### config.mk
export PLATFORM = sky130hd
export DESIGN_NAME = weight_buffer_sched
export DESIGN_NICKNAME = d
export VERILOG_FILES = /design/src/rtl/weight_buffer_sched.sv
export SDC_FILE = /design/constraint.sdc
export NUM_CORES = 1
export LEC_CHECK = 0
export BUFFER_PORTS_ARGS = -buffer_cell sky130_fd_sc_hd__buf_2
export CORE_AREA = 2 2 444 446
export CTS_CLUSTER_SIZE = 12
export DETAILED_ROUTE_END_ITERATION = 6
export DIE_AREA = 0 0 446 448
export HOLD_SLACK_MARGIN = 0.12
export PLACE_DENSITY_LB_ADDON = 0.05
export SYNTH_ARGS = -nofsm -noshare
export SYNTH_HDL_FRONTEND = slang
export SYNTH_SLANG_ARGS = --single-unit
### constraint.sdc
create_clock -name clk -period 8.3 [get_ports clk]
set_clock_uncertainty 0.05 [all_clocks]
set_input_delay 1.66 -clock clk [delete_from_list [all_inputs] [get_ports clk]]
set_output_delay 1.66 -clock clk [all_outputs]
set_load 0.05 [all_outputs]
### src/rtl/weight_buffer_sched.sv
// Weight buffer sequencer: streams 512-bit beats into bank-group writes
// and issues one buffer read per fully written 9-row kernel set.
module weight_buffer_sched #(
  parameter int X_PE     = 16,
  parameter int X_MESH   = 16,
  parameter int ADDR_LEN = 16,
  parameter int DATA_LEN = 64,
  parameter int CNT_W    = 16,
  parameter int BUFFER_NUM = 8 * X_PE * X_MESH / DATA_LEN
) (
  input  logic                  clk,
  input  logic                  rst_n,
  input  logic                  cfg_start,
  input  logic [ADDR_LEN-1:0]   cfg_base,
  input  logic [CNT_W-1:0]      cfg_nsets,
  output logic                  busy,
  output logic                  done,
  input  logic [511:0]          s_data,
  input  logic                  s_valid,
  output logic                  s_ready,
  output logic [511:0]          data_wr,
  output logic [ADDR_LEN-1:0]   wr_addr,
  output logic [BUFFER_NUM-1:0] wr_en,
  output logic                  rd_conf,
  output logic [ADDR_LEN-1:0]   st_rd_addr,
  input  logic                  buf_idle,
  input  logic                  buf_ker_en,
  output logic                  ker_valid,
  input  logic                  ker_ack,
  output logic [CNT_W-1:0]      set_idx
);

  localparam int GRP   = BUFFER_NUM / 8;
  localparam int GW    = (GRP > 1) ? $clog2(GRP) : 1;
  localparam int ROW_W = CNT_W + 4;

  localparam logic [BUFFER_NUM-1:0] GRP_MASK =
    BUFFER_NUM'(8'hFF);

  typedef enum logic {
    J_IDLE,
    J_RUN
  } job_t;

  typedef enum logic [1:0] {
    R_IDLE,
    R_ISSUE,
    R_WAIT,
    R_HOLD
  } rd_t;

  job_t                job_q, job_d;
  rd_t                 rd_q, rd_d;
  logic [ADDR_LEN-1:0] base_q, base_d;
  logic [CNT_W-1:0]    nsets_q, nsets_d;
  logic                done_q, done_d;
  logic [ROW_W-1:0]    row_q, row_d;
  logic [GW-1:0]       grp_q, grp_d;
  logic [3:0]          kr_q, kr_d;
  logic [CNT_W-1:0]    wsets_q, wsets_d;
  logic [CNT_W-1:0]    rsets_q, rsets_d;
  logic [ADDR_LEN-1:0] st_rd_addr_q, st_rd_addr_d;
  logic [CNT_W-1:0]    set_idx_q, set_idx_d;

  logic                run;
  logic                fire;
  logic [ADDR_LEN-1:0] rs_a;
  logic [ADDR_LEN-1:0] rs9;
  logic [CNT_W-1:0]    rsets_inc;

  assign run  = (job_q == J_RUN);
  assign busy = run;
  assign done = done_q;

  // rst_n gating stops an accept or read pulse in the reset cycle itself
  assign s_ready = rst_n & run & (wsets_q != nsets_q);
  assign fire    = s_valid & s_ready;

  assign data_wr = s_data;
  assign wr_addr = base_q + row_q[ADDR_LEN-1:0];
  assign wr_en   = fire ? (GRP_MASK << {grp_q, 3'b000}) : '0;

  assign rd_conf    = rst_n & (rd_q == R_ISSUE);
  assign st_rd_addr = st_rd_addr_q;
  assign ker_valid  = (rd_q == R_HOLD);
  assign set_idx    = set_idx_q;

  assign rs_a      = ADDR_LEN'(rsets_q);
  assign rs9       = (rs_a << 3) + rs_a;
  assign rsets_inc = rsets_q + CNT_W'(1);

  always_comb begin
    job_d        = job_q;
    rd_d         = rd_q;
    base_d       = base_q;
    nsets_d      = nsets_q;
    done_d       = 1'b0;
    row_d        = row_q;
    grp_d        = grp_q;
    kr_d         = kr_q;
    wsets_d      = wsets_q;
    rsets_d      = rsets_q;
    st_rd_addr_d = st_rd_addr_q;
    set_idx_d    = set_idx_q;

    unique case (job_q)
      J_IDLE: begin
        if (cfg_start) begin
          if (cfg_nsets != '0) begin
            job_d   = J_RUN;
            base_d  = cfg_base;
            nsets_d = cfg_nsets;
            row_d   = '0;
            grp_d   = '0;
            kr_d    = '0;
            wsets_d = '0;
            rsets_d = '0;
          end else begin
            done_d = 1'b1;
          end
        end
      end
      J_RUN: begin
        if (fire) begin
          if (grp_q == GW'(GRP - 1)) begin
            grp_d = '0;
            row_d = row_q + ROW_W'(1);
            if (kr_q == 4'd8) begin
              kr_d    = '0;
              wsets_d = wsets_q + CNT_W'(1);
            end else begin
              kr_d = kr_q + 4'd1;
            end
          end else begin
            grp_d = grp_q + GW'(1);
          end
        end
      end
      default: job_d = J_IDLE;
    endcase

    // wsets is registered, so a set finished this cycle is read next cycle
    unique case (rd_q)
      R_IDLE: begin
        if (run && (rsets_q < nsets_q) &&
            (wsets_q > rsets_q) && buf_idle) begin
          rd_d         = R_ISSUE;
          st_rd_addr_d = base_q + rs9;
        end
      end
      R_ISSUE: rd_d = R_WAIT;
      R_WAIT: begin
        if (buf_ker_en) begin
          rd_d      = R_HOLD;
          set_idx_d = rsets_q;
        end
      end
      R_HOLD: begin
        if (ker_ack) begin
          rd_d    = R_IDLE;
          rsets_d = rsets_inc;
          if (rsets_inc == nsets_q) begin
            job_d  = J_IDLE;
            done_d = 1'b1;
          end
        end
      end
      default: rd_d = R_IDLE;
    endcase
  end

  always_ff @(posedge clk) begin
    if (!rst_n) begin
      job_q        <= J_IDLE;
      rd_q         <= R_IDLE;
      base_q       <= '0;
      nsets_q      <= '0;
      done_q       <= 1'b0;
      row_q        <= '0;
      grp_q        <= '0;
      kr_q         <= '0;
      wsets_q      <= '0;
      rsets_q      <= '0;
      st_rd_addr_q <= '0;
      set_idx_q    <= '0;
    end else begin
      job_q        <= job_d;
      rd_q         <= rd_d;
      base_q       <= base_d;
      nsets_q      <= nsets_d;
      done_q       <= done_d;
      row_q        <= row_d;
      grp_q        <= grp_d;
      kr_q         <= kr_d;
      wsets_q      <= wsets_d;
      rsets_q      <= rsets_d;
      st_rd_addr_q <= st_rd_addr_d;
      set_idx_q    <= set_idx_d;
    end
  end

endmodule

== Word-level counts from Yosys, hierarchy flattened ==
Cells that the tools add are included.
Widths: inputs -> output; s select.

* Register bits: 126
* Bits in latches: 0
* RAM bits: 0
* Memory bits (read-only): 0
* Input bits: 551
* Output and inout bits: 597
* Word-level logic and storage cells: 99
* Memories: 0

* $add $sub $neg: 8
* $mul: 0
* Div/mod/pow operators: 0
* Magnitude comparators: 2
* Eq/ne operators: 15
* Shifts and indexed selects: 1
* Muxes and demuxes: 44
* Bitwise logic cells: 5
* Reduce and logical (&&, ||, !) cells: 12

{| class="wikitable"
|+ Operators by type and width
! operator !! number
|-
| $mux 16 || 10
|-
| $mux 20 || 4
|-
| $add 16x16->16 || 3
|-
| $pmux 20 s2 || 1
|-
| $add 16x1->16 const B || 2
|-
| $mux 32 || 1
|-
| $pmux 16 s2 || 1
|-
| $shl 8x5->32 const A || 1
|-
| $add 20x1->20 const B || 1
|-
| $mux 4 || 5
|-
| $eq 16x16->1 || 1
|-
| $gt 16x16->1 || 1
|-
| $lt 16x16->1 || 1
|-
| $ne 16x16->1 || 1
|-
| $reduce_bool 16->1 || 1
|-
| $mux 2 || 7
|-
| $mux 1 || 12
|-
| $reduce_and 3->1 || 3
|-
| $ne 2x1->1 const B || 4
|-
| $ne 2x2->1 const B || 4
|-
| $pmux 2 s4 || 1
|-
| $pmux 4 s2 || 1
|-
| $eq 2x2->1 const B || 3
|-
| $reduce_and 5->1 || 1
|-
| other kinds (11) || 17
|}

== Depth between registers and ports, before layout ==
* Depth after elaboration: 7
* Depth in mapped cells: 12
* Gate-level depth less buffers: 10

== Worst setup path before layout ==
No wires, ideal clock.

* Path type: input to output
* From: input port rst_n
* To: output port wr_en[25]
* Data arrival time: 3.016 ns
* Required time: 6.590 ns
* Slack: 3.574 ns
* Stages: 6
* Path buffers: 3
* Cell sequence: nand2_1 > nand4bb_1 > buf_2 > buf_2 > inv_1 > buf_4

* Word-level cells in the longest chain between the ends: 4

{| class="wikitable"
|+ Ends and longest elaborated chain
! item !! line !! text
|-
| from (decl) || 12 || <nowiki>input logic rst_n,</nowiki>
|-
| $and 1x1->1 (2 in series) || 76 || <nowiki>assign s_ready = rst_n & run & (wsets_q != nsets_q);</nowiki>
|-
| $and 1x1->1 || 77 || <nowiki>assign fire = s_valid & s_ready;</nowiki>
|-
| $mux 32 || 81 || <nowiki>assign wr_en = fire ? (GRP_MASK << {grp_q, 3'b000}) : '0;</nowiki>
|-
| to (decl) || 23 || <nowiki>output logic [BUFFER_NUM-1:0] wr_en,</nowiki>
|}

No other way between the ends.

== Worst setup path in the final report ==
* From: register row_q[0]
* To: output port wr_addr[14]

* Word-level cells in the longest chain between the ends: 1

{| class="wikitable"
|+ Ends and longest elaborated chain
! item !! line !! text
|-
| from (decl) || 57 || <nowiki>logic [ROW_W-1:0] row_q, row_d;</nowiki>
|-
| from (signal assigned) || 192 || <nowiki>row_q <= row_d;</nowiki>
|-
| $add 16x16->16 || 80 || <nowiki>assign wr_addr = base_q + row_q[ADDR_LEN-1:0];</nowiki>
|-
| to (decl) || 22 || <nowiki>output logic [ADDR_LEN-1:0] wr_addr,</nowiki>
|}

No other way between the ends.

==> results <==
- Yosys attributes the largest share of cell area to buf_4, dfxtp_1, ha_1.
- Setup slack on the critical path of the routed design comes to 3150 ps.
- The share of the core filled with cells is 6.55%.
- The buffer type at the clock tree root is clkbuf_16.
- The first global-routing pass estimated 79800 um of wire.
- The normalized max-slew margin is about a third.
- The internal power of the cells totals approximately 1.2 mW.
- Sequential cells burn 35.3% of the power.
- After clock tree synthesis, the clock-pin slew on the worst setup and hold paths is around 60 ps.
- The number of setup buffers added after CTS is 0.
- The count of routing violations after the opening detailed-route iteration is approximately 380.
- The synthesized instance count is 1590.
- The adder-cell area share of the yosys netlist is 10.0%.
- After synthesis the cells add up to between 10000 and 15000 um^2.
- The total clock buffers created by CTS is 17.
- The endpoint class of the critical path is an output port.
- The switching power share of the total is 30.3%.
- The count of nets left with antenna violations once routing finished came out at 0.
- The mean area per synthesized cell is roughly 7.8 um^2.
- The initial antenna violation count is 7.
- Total power for the finished layout comes to 1.77 mW.
- The floorplan step defined a die boundary enclosing 200000 um^2.
- The die is roughly 450 um tall.
- The post-synthesis compound-gate area fraction is 12.7%.
- By area, the combinational part of the netlist is dominated by buffers and inverters.
- The slack of the worst reg-to-reg path is 4030 ps.
- In the final routed layout, each cell accounts on average for ~16 um.
- For this run, asynchronously set or reset flops after synthesis account for 0%.
- After detailed routing, the total wire length is between 50000 and 60000 um.
- The number of distinct library cells after synthesis is 69.
- For this run, the detailed router's first-pass iteration total came to 4.
- For this design the total switching power over the nets is approximately 530 uW.
- The total count of max-transition violations in the final report was 0.
- The count of synthesis-stage warnings from yosys is 0.
- The maximum number of pins on one net before global-route repair is 49.
- The core region is 195000 um^2.
- The path type of the worst min-delay path is reg -> reg.
- Compared with the post-synthesis result, the final layout area differs by 2.77%.
- OpenSTA, run right after detailed placement, puts the worst setup slack at 3210 ps.
- The buffer levels on the longest clock path is 2.
- The number of gates resized after cts is 0.
- Yosys mapped a number of flops with a built-in enable equal to 0.
- For this design, the CTS-stage hold fixing added 0 buffers.
- For the pin with the worst max-slew slack, the measured transition is roughly 1000 ps.
- The arrival time at the worst endpoint is 3440 ps.
- Summing the areas of all and, or, nand and nor instances in the mapped netlist gives 15.2% of the synthesized area.
- TritonCTS built the clock tree.
- The cell area power density is 139 nW/um^2.
- STA classifies the critical path startpoint as a flop.
- 1148 I/O pins were placed.
- The reg-to-reg startpoint is rs_a[1].
- The number of DRC violations after detailed routing is 0.
- At the end of routability-driven placement, the weighted congestion stood at 0.649.
- The overall fraction of global-route tracks in use is 5.92%.
- During placement, the flow inserted port buffers numbering 123.
- The number of endpoints with negative hold slack in the final report is 0.
- After synthesis the netlist holds a flip-flop and latch count of 122.
- Of all cell types, the one taking the most synthesized area is buf_4.
- The die is ~450 um wide.
- Among all flip-flop cells after synthesis, the most frequent one is dfxtp_1.
- Per report_power, the combinational group accounts for ~12% of the total.
- The flow ran to the end, and the final reports show no timing, DRC or antenna violations.
- The multiplexer fraction of the synthesized cell area is less than 1%.
- Walking the worst path, the cells encountered are ha_1 -> inv_1 -> fa_1 -> nor2b_1 -> o21a_1 -> o21ai_0 -> a21oi_1 -> a41o_1 -> o41a_1 -> xnor2_1 -> buf_2.
- The timing endpoint of the critical path is wr_addr[14].
- The largest vdd supply drop is 174 uV.
- Detailed routing inserted a total of 8471 vias.
- The final clock period utilization by the worst path is 62.0%.
- The row count is approximately 160.
- The via-per-instance ratio is 2.28.
- The finished cells cover 12700 um^2.
- After detailed placement, the total cell area comes to 12100 um^2.
- When the netlist entered floorplanning its net count stood at 2232.
- The number of fill cells is 22926.
- The part of the Yosys area used for sequential elements is 19.7%.
- In the final layout, the share of cells above drive strength 1 is around 17%.
- The sum of negative setup slack is 0 ps.
- The smallest clock period supported by the final layout is computed as 5150 ps.
- The depth of the CTS H-tree is 4.
- Along the worst path, the maximum fanout reaches 7.
- Setup repair after global routing left no endpoint under its margin.
- The maximum clock rate is between 0.15 and 0.2 GHz.
- The leakage power total is between 4 and 5 nW.
- The startpoint-to-endpoint class of the critical path is reg -> out.
- The max capacitance violation total is 0.
- Setup violations remaining at the end of the flow were counted as 0.
- The library cell used most frequently in the layout, excluding fill and tap cells, is nand2_1.
- The slowest library cell on the worst path is dfxtp_1.
- The launch point of the critical path is row_q[0].
- The effective utilization at floorplan is 6.37%.
- The number of global-route vias before repair was 9106.
- The clock power share is 52.5%.
- For this run, the post-layout net count is 1803.
- Of the total synthesized cell area, the portion taken by XOR and XNOR cells is 5.37%.
- Leaving out fill and tap cells, the most frequent cells in the layout are nand2_1, a21oi_1, buf_2, dfxtp_1, ha_1.
- For the worst setup path, the data required time is 6590 ps.
- The cell depth of the worst flop-to-flop path is 8.
- The worst register-to-register path ends at st_rd_addr[13].
- The clock insertion delay at the later pin of the skew report is 510 ps.
- On the worst path, the slowest cell contributes a delay of around 470 ps.
- The total overflow left after global routing is 0.
- Detailed placement finished with a half-perimeter wire length of 47600 um.
- The top-area cell type share of the netlist area is 32.9%.
- The sink count of the clock tree is 122.
[worst max-delay path, delay by kind of cell, from the launching register on]
family / cells / cell delay, ps
simple gates: 1 / 140
fa+ha+maj: 2 / 680
xor+xnor: 1 / 160
flops: 1 / 470
buf+inv: 2 / 380
compound gates: 5 / 1110
[registers in the layout (all words and copies together) (netlist names)]
name        cells
st_rd_addr     16
rs_a           16
kr_q            4
set_idx        16
busy            1
nsets_q        16
wsets_q        16
rd_q            2
done            1
grp_q           2
base_q         16
row_q          16
[Yosys cell counts (3+ instances only)]
cell      number
nand3_1       43
ha_1          77
and4_1         7
inv_1         55
and2_1        13
buf_2         10
dfxtp_1      122
xnor2_1       65
o211ai_1       8
buf_4        543
nor2_1        62
clkbuf_1      31
nor2b_1        9
nand2_1      155
a211oi_1      15
o21a_1        12
or4_1          6
nor3_1        22
o22ai_1        3
and3_1        12
or2_2          7
a21oi_1      125
o21bai_1       7
or3_1          4
fa_1          14
o31ai_1        5
a22oi_1        4
nor4_1         8
a21o_1        14
o21ai_0       39
nand4_1       22
xor2_1        11
nand3b_1       3
a31oi_1        6
mux2i_1        9
[final cells by class]
| class | count | area [um^2] | share of cell area [%] |
|---|---|---|---|
| Antenna cell | 2 | 5.00 | 0.0393 |
| Clock buffer | 20 | 447 | 3.51 |
| Clock inverter | 12 | 220 | 1.73 |
| Inverter | 56 | 211 | 1.66 |
| Multi-Input combinational cell | 823 | 5480 | 43.0 |
| Sequential cell | 122 | 2440 | 19.2 |
| Tap cell | 2542 | 3180 | 25.0 |
| Timing Repair Buffer | 141 | 751 | 5.89 |
[cell families (layout without fill, tap and decap cells)]
logic type                 Yosys count  count (layout)
DFF                                122             122
AOI/OAI and AO/OA                  259             259
buffers and inverters              645             229
adders and majority gates           91              91
other                                0               2
xor gates and xnor gates            76              76
muxes                               10              10
and+or+nand+nor                    387             387
[routing by layer]
layer | part of all wire (%) | track usage, % | up-vias
li1 | - | - | 3924
met2 | 53 | 10.8 | 374
met3 | 5.7 | 1.89 | 203
met5 | 0 | 0 | -
met1 | 38 | 6.14 | 3970
met4 | 3.7 | 2.72 | 0
[how the worst min path moves through the flow]
stage,start,to,depth (start not counted)
2_1_floorplan,base_q[0],base_q[0],2
3_3_place_gp,set_idx[6],set_idx[6],2
3_5_place_dp,set_idx[12],set_idx[12],2
4_1_cts,set_idx[6],set_idx[6],2
5_1_grt,set_idx[6],set_idx[6],2
6_report,set_idx[6],set_idx[6],2
[power groups by stage]
stage               clock network, mW  registers [mW]  logic, mW
finish                          0.928           0.624      0.215
global route                     1.01           0.628      0.243
CTS                             0.988           0.628      0.230
detailed placement                  0           0.641      0.228
global placement                    0           0.642      0.231
floorplan                           0           0.626      0.800
[metrics by stage]
step                      hold slack [ps]  instances
after floorplan                       408       1590
after global placement                406       3684
after detailed placement              405       3684
after CTS                             414       3716
after global routing                  427       3716
final                                 405       3718
No activity file was read; power rests on OpenSTA's default activity.
